File: src/rtl/ram_sp_param.sv
// Parametrised single-port synchronous RAM with per-byte write enables, selectable
// data_out behaviour on writes, a read-valid strobe and an optional post-reset clear sweep.
module ram_sp_param #(
    parameter int unsigned       ADDR_W         = 6,
    parameter int unsigned       DATA_W         = 16,
    parameter int unsigned       BYTE_W         = 8,
    parameter int unsigned       WR_MODE        = 0,
    parameter bit                CLEAR_ON_RESET = 1'b1,
    parameter logic [DATA_W-1:0] CLEAR_VALUE    = '0
) (
    input  logic                       clk,
    input  logic                       rst,
    input  logic                       ce,
    input  logic                       enable,
    input  logic                       r_w,
    input  logic [DATA_W/BYTE_W-1:0]   be,
    input  logic [ADDR_W-1:0]          add,
    input  logic [DATA_W-1:0]          data_in,
    output logic [DATA_W-1:0]          data_out,
    output logic                       rd_valid,
    output logic                       busy
);

    localparam int unsigned NB    = DATA_W / BYTE_W;
    localparam int unsigned DEPTH = 2 ** ADDR_W;
    localparam int unsigned CNT_W = ADDR_W + 1;

    localparam logic STATE_CLEAR = 1'b0;
    localparam logic STATE_READY = 1'b1;
    localparam logic STATE_RESET = CLEAR_ON_RESET ? STATE_CLEAR : STATE_READY;

    if (DATA_W % BYTE_W != 0) begin : g_bad_width
        $fatal(1, "ram_sp_param: DATA_W must be a multiple of BYTE_W");
    end
    if (WR_MODE > 2) begin : g_bad_mode
        $fatal(1, "ram_sp_param: WR_MODE must be 0, 1 or 2");
    end

    logic [DATA_W-1:0] mem_q [DEPTH];

    logic              state_q, state_d;
    logic [CNT_W-1:0]  cnt_q, cnt_d;
    logic [DATA_W-1:0] data_out_q, data_out_d;
    logic              rd_valid_q, rd_valid_d;
    logic              busy_q, busy_d;

    logic              mem_we;
    logic [ADDR_W-1:0] mem_addr;
    logic [DATA_W-1:0] mem_wdata;
    logic [DATA_W-1:0] rd_word;
    logic [DATA_W-1:0] merged;

    // State and output registers
    always_ff @(posedge clk or posedge rst) begin
        if (rst) begin
            state_q    <= STATE_RESET;
            cnt_q      <= '0;
            data_out_q <= '0;
            rd_valid_q <= 1'b0;
            busy_q     <= 1'b1;
        end else begin
            state_q    <= state_d;
            cnt_q      <= cnt_d;
            data_out_q <= data_out_d;
            rd_valid_q <= rd_valid_d;
            busy_q     <= busy_d;
        end
    end

    // Next-state, memory write request and output next values
    always_comb begin
        state_d    = state_q;
        cnt_d      = cnt_q;
        data_out_d = data_out_q;
        rd_valid_d = 1'b0;
        busy_d     = busy_q;
        mem_we     = 1'b0;
        mem_addr   = add;
        mem_wdata  = CLEAR_VALUE;
        rd_word    = mem_q[add];
        merged     = rd_word;
        for (int i = 0; i < NB; i++) begin
            if (be[i]) begin
                merged[i*BYTE_W +: BYTE_W] = data_in[i*BYTE_W +: BYTE_W];
            end
        end

        case (state_q)
            STATE_CLEAR: begin
                busy_d   = 1'b1;
                mem_we   = 1'b1;
                mem_addr = cnt_q[ADDR_W-1:0];
                cnt_d    = cnt_q + CNT_W'(1);
                if (cnt_q == CNT_W'(DEPTH - 1)) begin
                    state_d = STATE_READY;
                    busy_d  = 1'b0;
                end
            end
            default: begin
                busy_d = 1'b0;
                if (ce && enable) begin
                    if (r_w) begin
                        mem_we    = 1'b1;
                        mem_wdata = merged;
                        if (WR_MODE == 1) begin
                            data_out_d = rd_word;
                        end else if (WR_MODE == 2) begin
                            data_out_d = merged;
                        end
                    end else begin
                        data_out_d = rd_word;
                        rd_valid_d = 1'b1;
                    end
                end
            end
        endcase
    end

    // Storage array; rst never alters contents and discards a write at a reset edge
    always_ff @(posedge clk) begin
        if (mem_we && !rst) begin
            mem_q[mem_addr] <= mem_wdata;
        end
    end

    assign data_out = data_out_q;
    assign rd_valid = rd_valid_q;
    assign busy     = busy_q;

endmodule
File: config.mk
export PLATFORM = sky130hd
export DESIGN_NAME = ram_sp_param
export DESIGN_NICKNAME = d
export VERILOG_FILES = /design/src/rtl/ram_sp_param.sv
export SDC_FILE = /design/constraint.sdc
export NUM_CORES = 1
export LEC_CHECK = 0
export BUFFER_PORTS_ARGS = -buffer_cell sky130_fd_sc_hd__buf_2
export CORE_MARGIN = 1.5
export CORE_UTILIZATION = 55
export CTS_CLUSTER_DIAMETER = 120
export CTS_CLUSTER_SIZE = 10
export DETAILED_ROUTE_END_ITERATION = 6
export PLACE_DENSITY = 0.82
export SLEW_MARGIN = 20
export SYNTH_ARGS = -nofsm -noshare
export SYNTH_HDL_FRONTEND = slang
export SYNTH_SLANG_ARGS = --single-unit
File: constraint.sdc
create_clock -name clk -period 5.1 [get_ports clk]
set_clock_uncertainty 0.1 [all_clocks]
set_input_delay 0.51 -clock clk [delete_from_list [all_inputs] [get_ports clk]]
set_output_delay 0.51 -clock clk [all_outputs]
set_load 0.02 [all_outputs]
==> metrics.md, run 1 <==
| Metric | Value |
|---|---|
| Via density | `6.68` |
| Post-synth EDFFs | `1,024` |
| Wire length per cell | `around 30 µm` |
| Vias in the first global route | `23,100` |
| Fmax | `~250 MHz` |
| Fraction of registers with async set/reset | `2.48%` |
| GPL Wtd Cong | `0.916` |
| Most used cell, CP | `buf_12` |
| Pre-CTS setup slack | `607 ps` |
| DP Wirelength | `62,100 µm` |
| Max_cap viols | `0` |
| Final slew viol count | `0` |
| Die width | `roughly 280 µm` |
| Crit-path max cell delay | `650 ps` |
| CP Cell Sequence | `buf_8 -> buf_12 -> buf_12 -> mux2i_1 -> a22oi_1 -> nand2_1 -> o22ai_1 -> o41ai_2 -> o22ai_4 -> buf_4` |
| Setup TNS | `0 ps` |
| GR Util All Layers | `27.6%` |
| Hold buffer count at cts | `1` |
| DRC viols | `3` |
| Worst Setup Start Kind | `input port` |
| Worst path arrival time | `between 4000 and 5000 ps` |
| Fillers | `4,718` |
| Sequential fraction of the synthesis area | `76.0%` |
| Detailed-route via count | `23,400` |
| Clk pin slew, worst setup/hold paths | `60 ps` |
| Initial Util | `55.5%` |
| Critical path peak fanout | `98` |
| Die area | `76,800 µm²` |
| GR met2 Demand/Resource | `44.2%` |
| Synthesis warning total | `0` |
| Post-synthesis register bit count | `about 1,100` |
| Final setup vio count | `0` |
| Synth-to-Final Area Change | `12.7%` |
| Drt total wl | `107,000 µm` |
| Hold_ws | `approximately 200 ps` |
| CTS Root Cell | `clkbuf_16` |
| Total power | `between 15 and 20 mW` |
| Row cnt | `100` |
| FF+latch area | `31,400 µm²` |
| Final worst path period share | `between 70% and 80%` |
| Most Used Layer, Global Route | `met2` |
| Slew HR | `24.0%` |
| DRT Pass-1 Iters | `7` |
| Worst slew pin tran | `1140 ps` |
| Area of the multi-input gates | `between 9000 and 10,000 µm²` |
| Syn Inst Count | `2,327` |
| Met1 Track Usage GR | `36.2%` |
| Final WS setup | `around 1100 ps` |
| PwrDens | `around 370 nW/µm²` |
| Final core utilization | `between 60% and 70%` |
| First-pass GRT wire length | `154,000 µm` |
| Mapped Nets | `2,357` |
| Iter 0 DRT Violations | `3,456` |
| Initial antenna violation count | `0` |
| Status | `finished, violations left` |
| PortBufs | `46` |
| RSZ-0062 raised after global routing | `no` |
| Leak pwr | `about 14 nW` |
| Peak supply drop | `0.000284 V` |
| Final Hold Fails | `0` |
| Crit path kind | `input port to register` |
| Worst Hold Class | `input port to asynchronous set/reset pin` |
| H-tree levels | `3` |
| Post-CTS Resized | `0` |
| Top FF cell, synth | `edfxtp_1` |
| Layout cells sized above 1 | `15.0%` |
| CTS Buf Count | `114` |
| Layout Nets | `2,521` |
| Post-CTS setup buffer count | `0` |
| CTS max path bufs | `3` |
| Largest net degree at the start of global routing | `99` |
| Failing checks | `design-rule violations` |
| IO Pins | `47` |
| Core area | `74,400 µm²` |
| CTS tree | `done` |
| Unique masters post-synth | `49` |
| Tmin final | `3960 ps` |
| Grt ovf | `0` |
| Mapped Area | `41,300 µm²` |
| CP max-delay cell | `o41ai_2` |
| Clk Latency, worst-skew pair | `680 ps` |
| Critical Path RT | `5380 ps` |
| CTS Sinks | `1,050` |
| CP endpoint kind | `register` |
| Die Y-Extent | `277 µm` |
| Post-DRT Antenna Nets | `0` |
| Met3 global-route usage | `6.68%` |
| Syn Area/Cell | `17.8 µm²` |
-- metal layers --
layer	share of wire (%)	wire length, µm	vias to the layer above
li1	-	-	9565
met1	35	37300	11800
met4	5.1	5440	0
met3	13	13800	347
met2	47	50100	1723
met5	0	0	-
-- state kept, by name, summed over array words and instances, names as in the netlist --
register / count
mem_q: 1024
busy: 1
state_q: 1
cnt_q: 7
rd_valid: 1
data_out: 16
-- final timing paths --
path	startpoint	endpoint	slack (ps)	depth (start not counted)
max in group asynchronous	rst	busy$_DFF_PP1_	4020	4
worst min register to register	data_out[3]$_DFFE_PP0P_	data_out[3]$_DFFE_PP0P_	400	2
min in group clk	data_in[11]	mem_q[51][11]$_DFFE_PP_	250	3
worst max-delay path	add[0]	mem_q[14][15]$_DFFE_PP_	1140	10
worst min-delay path	rst	data_out[9]$_DFFE_PP0P_	200	3
worst max register to register	state_q$_DFF_PP0_	mem_q[14][15]$_DFFE_PP_	1520	5
-- metrics by stage --
step,instances,area [µm²]
final,3503,46600
after global routing,3502,46600
after CTS,3500,46500
after detailed placement,3341,43300
after global placement,3341,43300
after floorplan,2327,41300
-- cell type report --
cell class | instances | area share, %
Sequential cell | 1050 | 67.4
Clock buffer | 155 | 6.64
Antenna cell | 1 | 0.00537
Inverter | 10 | 0.0806
Timing Repair Buffer | 179 | 3.16
Multi-Input combinational cell | 1136 | 19.9
Clock inverter | 3 | 0.134
Tap cell | 969 | 2.60
-- Yosys cell counts (3+ instances only) --
cell	count	area share, %
edfxtp_1	1024	74
mux2i_1	451	11
nor2_1	125	1.1
nand2_1	100	0.91
o22ai_1	94	1.4
a22oi_1	90	1.6
clkbuf_1	53	0.48
a21oi_1	36	0.44
mux4_2	36	2.0
o21ai_0	34	0.41
nand3_1	32	0.39
nor3_1	29	0.35
buf_6	28	0.76
dfrtp_1	25	1.5
buf_4	23	0.42
buf_2	18	0.22
nand4_1	15	0.23
o221ai_1	13	0.28
o41ai_2	13	0.51
inv_1	10	0.091
nor2b_1	8	0.12
buf_1	6	0.054
nand2b_1	6	0.091
mux2_2	5	0.14
xnor2_1	5	0.11
and2_1	4	0.061
or2_2	4	0.061
a2111oi_1	3	0.073
a21o_1	3	0.054
a221oi_1	3	0.064
a22o_1	3	0.064
nand4b_1	3	0.064
nand4bb_1	3	0.082
o21a_1	3	0.054
o311ai_1	3	0.064
or4_1	3	0.054
-- report_power, final --
group,total [mW],internal (mW),leakage [nW],switching (mW)
logic,0.569,0.195,5.19,0.374
registers,9.33,9.33,7.55,0
clock network,7.22,4.14,1.52,3.07
total,17.1,13.7,14.3,3.45
-- layout by cell type, fill, tap and decap left out, drive strengths merged, types with 4 or more instances in the layout --
cell type / n
nand2b: 6
nand3: 32
nor2: 125
o221ai: 13
edfxtp: 1024
o22ai: 94
inv: 10
a22oi: 90
dfrtp: 25
nand4: 15
clkbuf: 155
nor2b: 8
o41ai: 13
mux2i: 451
nor3: 29
buf: 178
mux4: 36
or2: 4
xnor2: 5
a21oi: 36
o21ai: 35
and2: 4
mux2: 5
nand2: 100
-- critical path: cells and delay by family --
family	cells	cell delay, ps
buffers and inverters	4	1670
AND/OR/NAND/NOR	1	130
multiplexers	1	270
AO/OA/AOI/OAI	4	1350
-- cell families after synthesis --
kind of cell               after synthesis  share of synthesized area [%]
adders and majority gates                1                         0.0303
muxes                                  492                           13.0
buffers and inverters                  141                           2.09
xor gates and xnor gates                 6                          0.127
AOI/OAI and AO/OA                      302                           5.14
DFF                                   1050                           76.0
and+or+nand+nor                        335                           3.60
(Power assumes the default switching activity.)
==> run 2, diff against run 1 <==
- clock period: 5.1 -> 3.98 ns (I/O delays scaled with it)
==> run 2 against run 1 <==
  * The flow now finishes without violations
  * Die area unchanged
  * Register-to-register slack got worse by 790 ps
  * Total power increased by 29%
  * Final area up 1.3%
  * Largest cell class unchanged
==> metrics.md, run 2 (synthesis gave the netlist of run 1 again) <==
| Metric | Value |
|---|---|
| Fmax | `308 MHz` |
| Final Hold Fails | `0 (unchanged)` |
| Post-CTS setup buffer count | `0 (unchanged)` |
| Leak pwr | `14.5 nW (+1.9%)` |
| Setup TNS | `0 ps (unchanged)` |
| Inst Count DP | `3,385 (+1.3%)` |
| Peak supply drop | `0.000390 V (+37%)` |
| Vias in the first global route | `23,400 (+1.0%)` |
| Largest Register | `mem_q` |
| PwrDens | `467 nW/µm² (+27%)` |
| Hold_ws | `141 ps (-56.4 ps)` |
| Layout cells sized above 1 | `16.2% (+1.2 points)` |
| Crit path buf inv count | `1 (-3)` |
| Initial antenna violation count | `1 (+1)` |
| H-tree levels | `3 (unchanged)` |
| CP Cell Sequence | `mux2i_1 -> nor2b_1 -> nand2_1 -> nor2_1 -> buf_12` |
| Wire length per cell | `30.1 µm (-1.1%)` |
| R2R cell count | `5 (unchanged)` |
| DRC viols | `0 (-3)` |
| DP Wirelength | `63,800 µm (+2.8%)` |
| Final setup vio count | `0 (unchanged)` |
| Core area | `74,400 µm² (unchanged)` |
| Drt total wl | `107,000 µm (+0.78%)` |
| Die area | `76,800 µm² (unchanged)` |
| IO Pins | `47 (unchanged)` |
| Most frequent cells in the layout | `edfxtp_1 (1,024), mux2i_1 (451), buf_4 (135)` |
| GPL Wtd Cong | `0.913 (-0.33%)` |
| Clk Latency, worst-skew pair | `680 ps (about the same)` |
| CTS Buf Count | `114 (unchanged)` |
| CTS max path bufs | `3 (unchanged)` |
| Tmin final | `3250 ps` |
| CTS tree | `done` |
| Most common cell after layout, fill and taps aside | `edfxtp_1` |
| Top delay family on crit path | `simple AND/OR/NAND/NOR gates` |
| Largest net degree at the start of global routing | `65 (-34%)` |
| Critical Path RT | `4260 ps (-1120 ps)` |
| Final slew viol count | `0 (unchanged)` |
| Layout Nets | `2,563 (+1.7%)` |
| Row cnt | `100 (unchanged)` |
| Clk pin slew, worst setup/hold paths | `60 ps (about the same)` |
| Grt ovf | `0 (unchanged)` |
| Post-DRT Antenna Nets | `0 (unchanged)` |
| Worst Setup Start Kind | `register` |
| Via density | `6.62 (-0.88%)` |
| Max_cap viols | `0 (unchanged)` |
| Worst slew pin tran | `931 ps (-209 ps)` |
| Logic depth of the worst path, buffers included | `5 (-5)` |
| Synth-to-Final Area Change | `14.1%` |
| CTS Sinks | `1,050 (unchanged)` |
| Worst hold stages | `3` |
| Critical path peak fanout | `23 (-77%)` |
| Die width | `277 µm (unchanged)` |
| CTS Root Cell | `clkbuf_16` |
| Status | `finished, final reports clean` |
| Crit path kind | `register to register` |
| Largest register FFs | `1,024 (unchanged)` |
| CP endpoint kind | `register` |
| Initial Util | `55.5% (unchanged)` |
| Iter 0 DRT Violations | `3,573 (+3.4%)` |
| DRT Pass-1 Iters | `6 (-1)` |
| Crit-path max cell delay | `860 ps (+210 ps)` |
| Final worst path period share | `81.6%` |
| Non-Filler Instances | `3,569 (+1.9%)` |
| RSZ-0062 raised after global routing | `no` |
| Die Y-Extent | `277 µm (unchanged)` |
| GR Util All Layers | `27.9% (+0.26 points)` |
| PortBufs | `46 (unchanged)` |
| Detailed-route via count | `23,600 (+0.99%)` |
| Worst Hold Class | `input port to register` |
| CP max-delay cell | `dfrtp_1` |
| First-pass GRT wire length | `156,000 µm (+1.1%)` |
| Final core utilization | `63.4% (+0.82 points)` |
| Worst path arrival time | `3530 ps (-710 ps)` |
| Slew HR | `37.6% (+14 points)` |
-- run 2: changes by cell type in the layout (fill, tap and decap cells not counted), moves of 2 or more --
cell,previous run,this run
buf_12,15,39
buf_16,2,0
buf_4,115,135
clkbuf_1,37,62
clkbuf_16,118,116
inv_16,0,2
-- run 2: final timing paths --
path,from,end,slack (ps)
worst max-delay path,state_q$_DFF_PP0_,mem_q[19][2]$_DFFE_PP_,730
worst min-delay path,data_in[6],mem_q[51][6]$_DFFE_PP_,140
worst max register to register,state_q$_DFF_PP0_,mem_q[19][2]$_DFFE_PP_,730
worst min register to register,data_out[10]$_DFFE_PP0P_,data_out[10]$_DFFE_PP0P_,410
max in group asynchronous,rst,data_out[0]$_DFFE_PP0P_,2720
min in group asynchronous,rst,state_q$_DFF_PP0_,350
-- run 2: through the flow --
step           power, mW  area [µm²]  setup WS (ps)
3_5_place_dp        12.9       44000            347
5_1_grt             22.5       47200            637
6_report            22.0       47200            733
2_1_floorplan       12.6       41400           -114
3_3_place_gp        12.9       44000            412
4_1_cts             22.0       47200            923
-- run 2: metal layers --
layer	wire (µm)	share of wire, %	GRT usage [%]
met1	38400	36	37.5
met3	14000	13	6.62
met5	14	0.013	0
met2	49700	46	43.2
met4	5420	5.0	13.3
-- run 2: worst register-to-register path, delay by kind of cell (launching register included) --
family	cells	cell delay (ps)
simple gates	3	1520
flops	1	860
buf+inv	1	240
mux	1	220
-- run 2: final cells by class --
type / count / area [µm²]
antenna: 1 / 2.50
clock buffer: 178 / 3140
clock inverter: 4 / 65.1
fill: 4621 / 27300
inverter: 10 / 37.5
multi-input combinational: 1136 / 9270
sequential: 1050 / 31400
tap: 969 / 1210
timing repair buffer: 221 / 2040
-- run 2: timing repair --
| item | 4_1_cts | 5_1_grt |
|---|---|---|
| gates resized for setup | 0 | 0 |
| hold buffers | 1 | 0 |
| hold endpoints to repair | 13 | 0 |
-- run 2: where the power goes --
group          internal [mW]  switching [mW]  leakage, nW
clock network           5.33            3.98         1.53
registers               12.0               0         7.55
logic                  0.262           0.492         5.45
total                   17.5            4.47         14.5
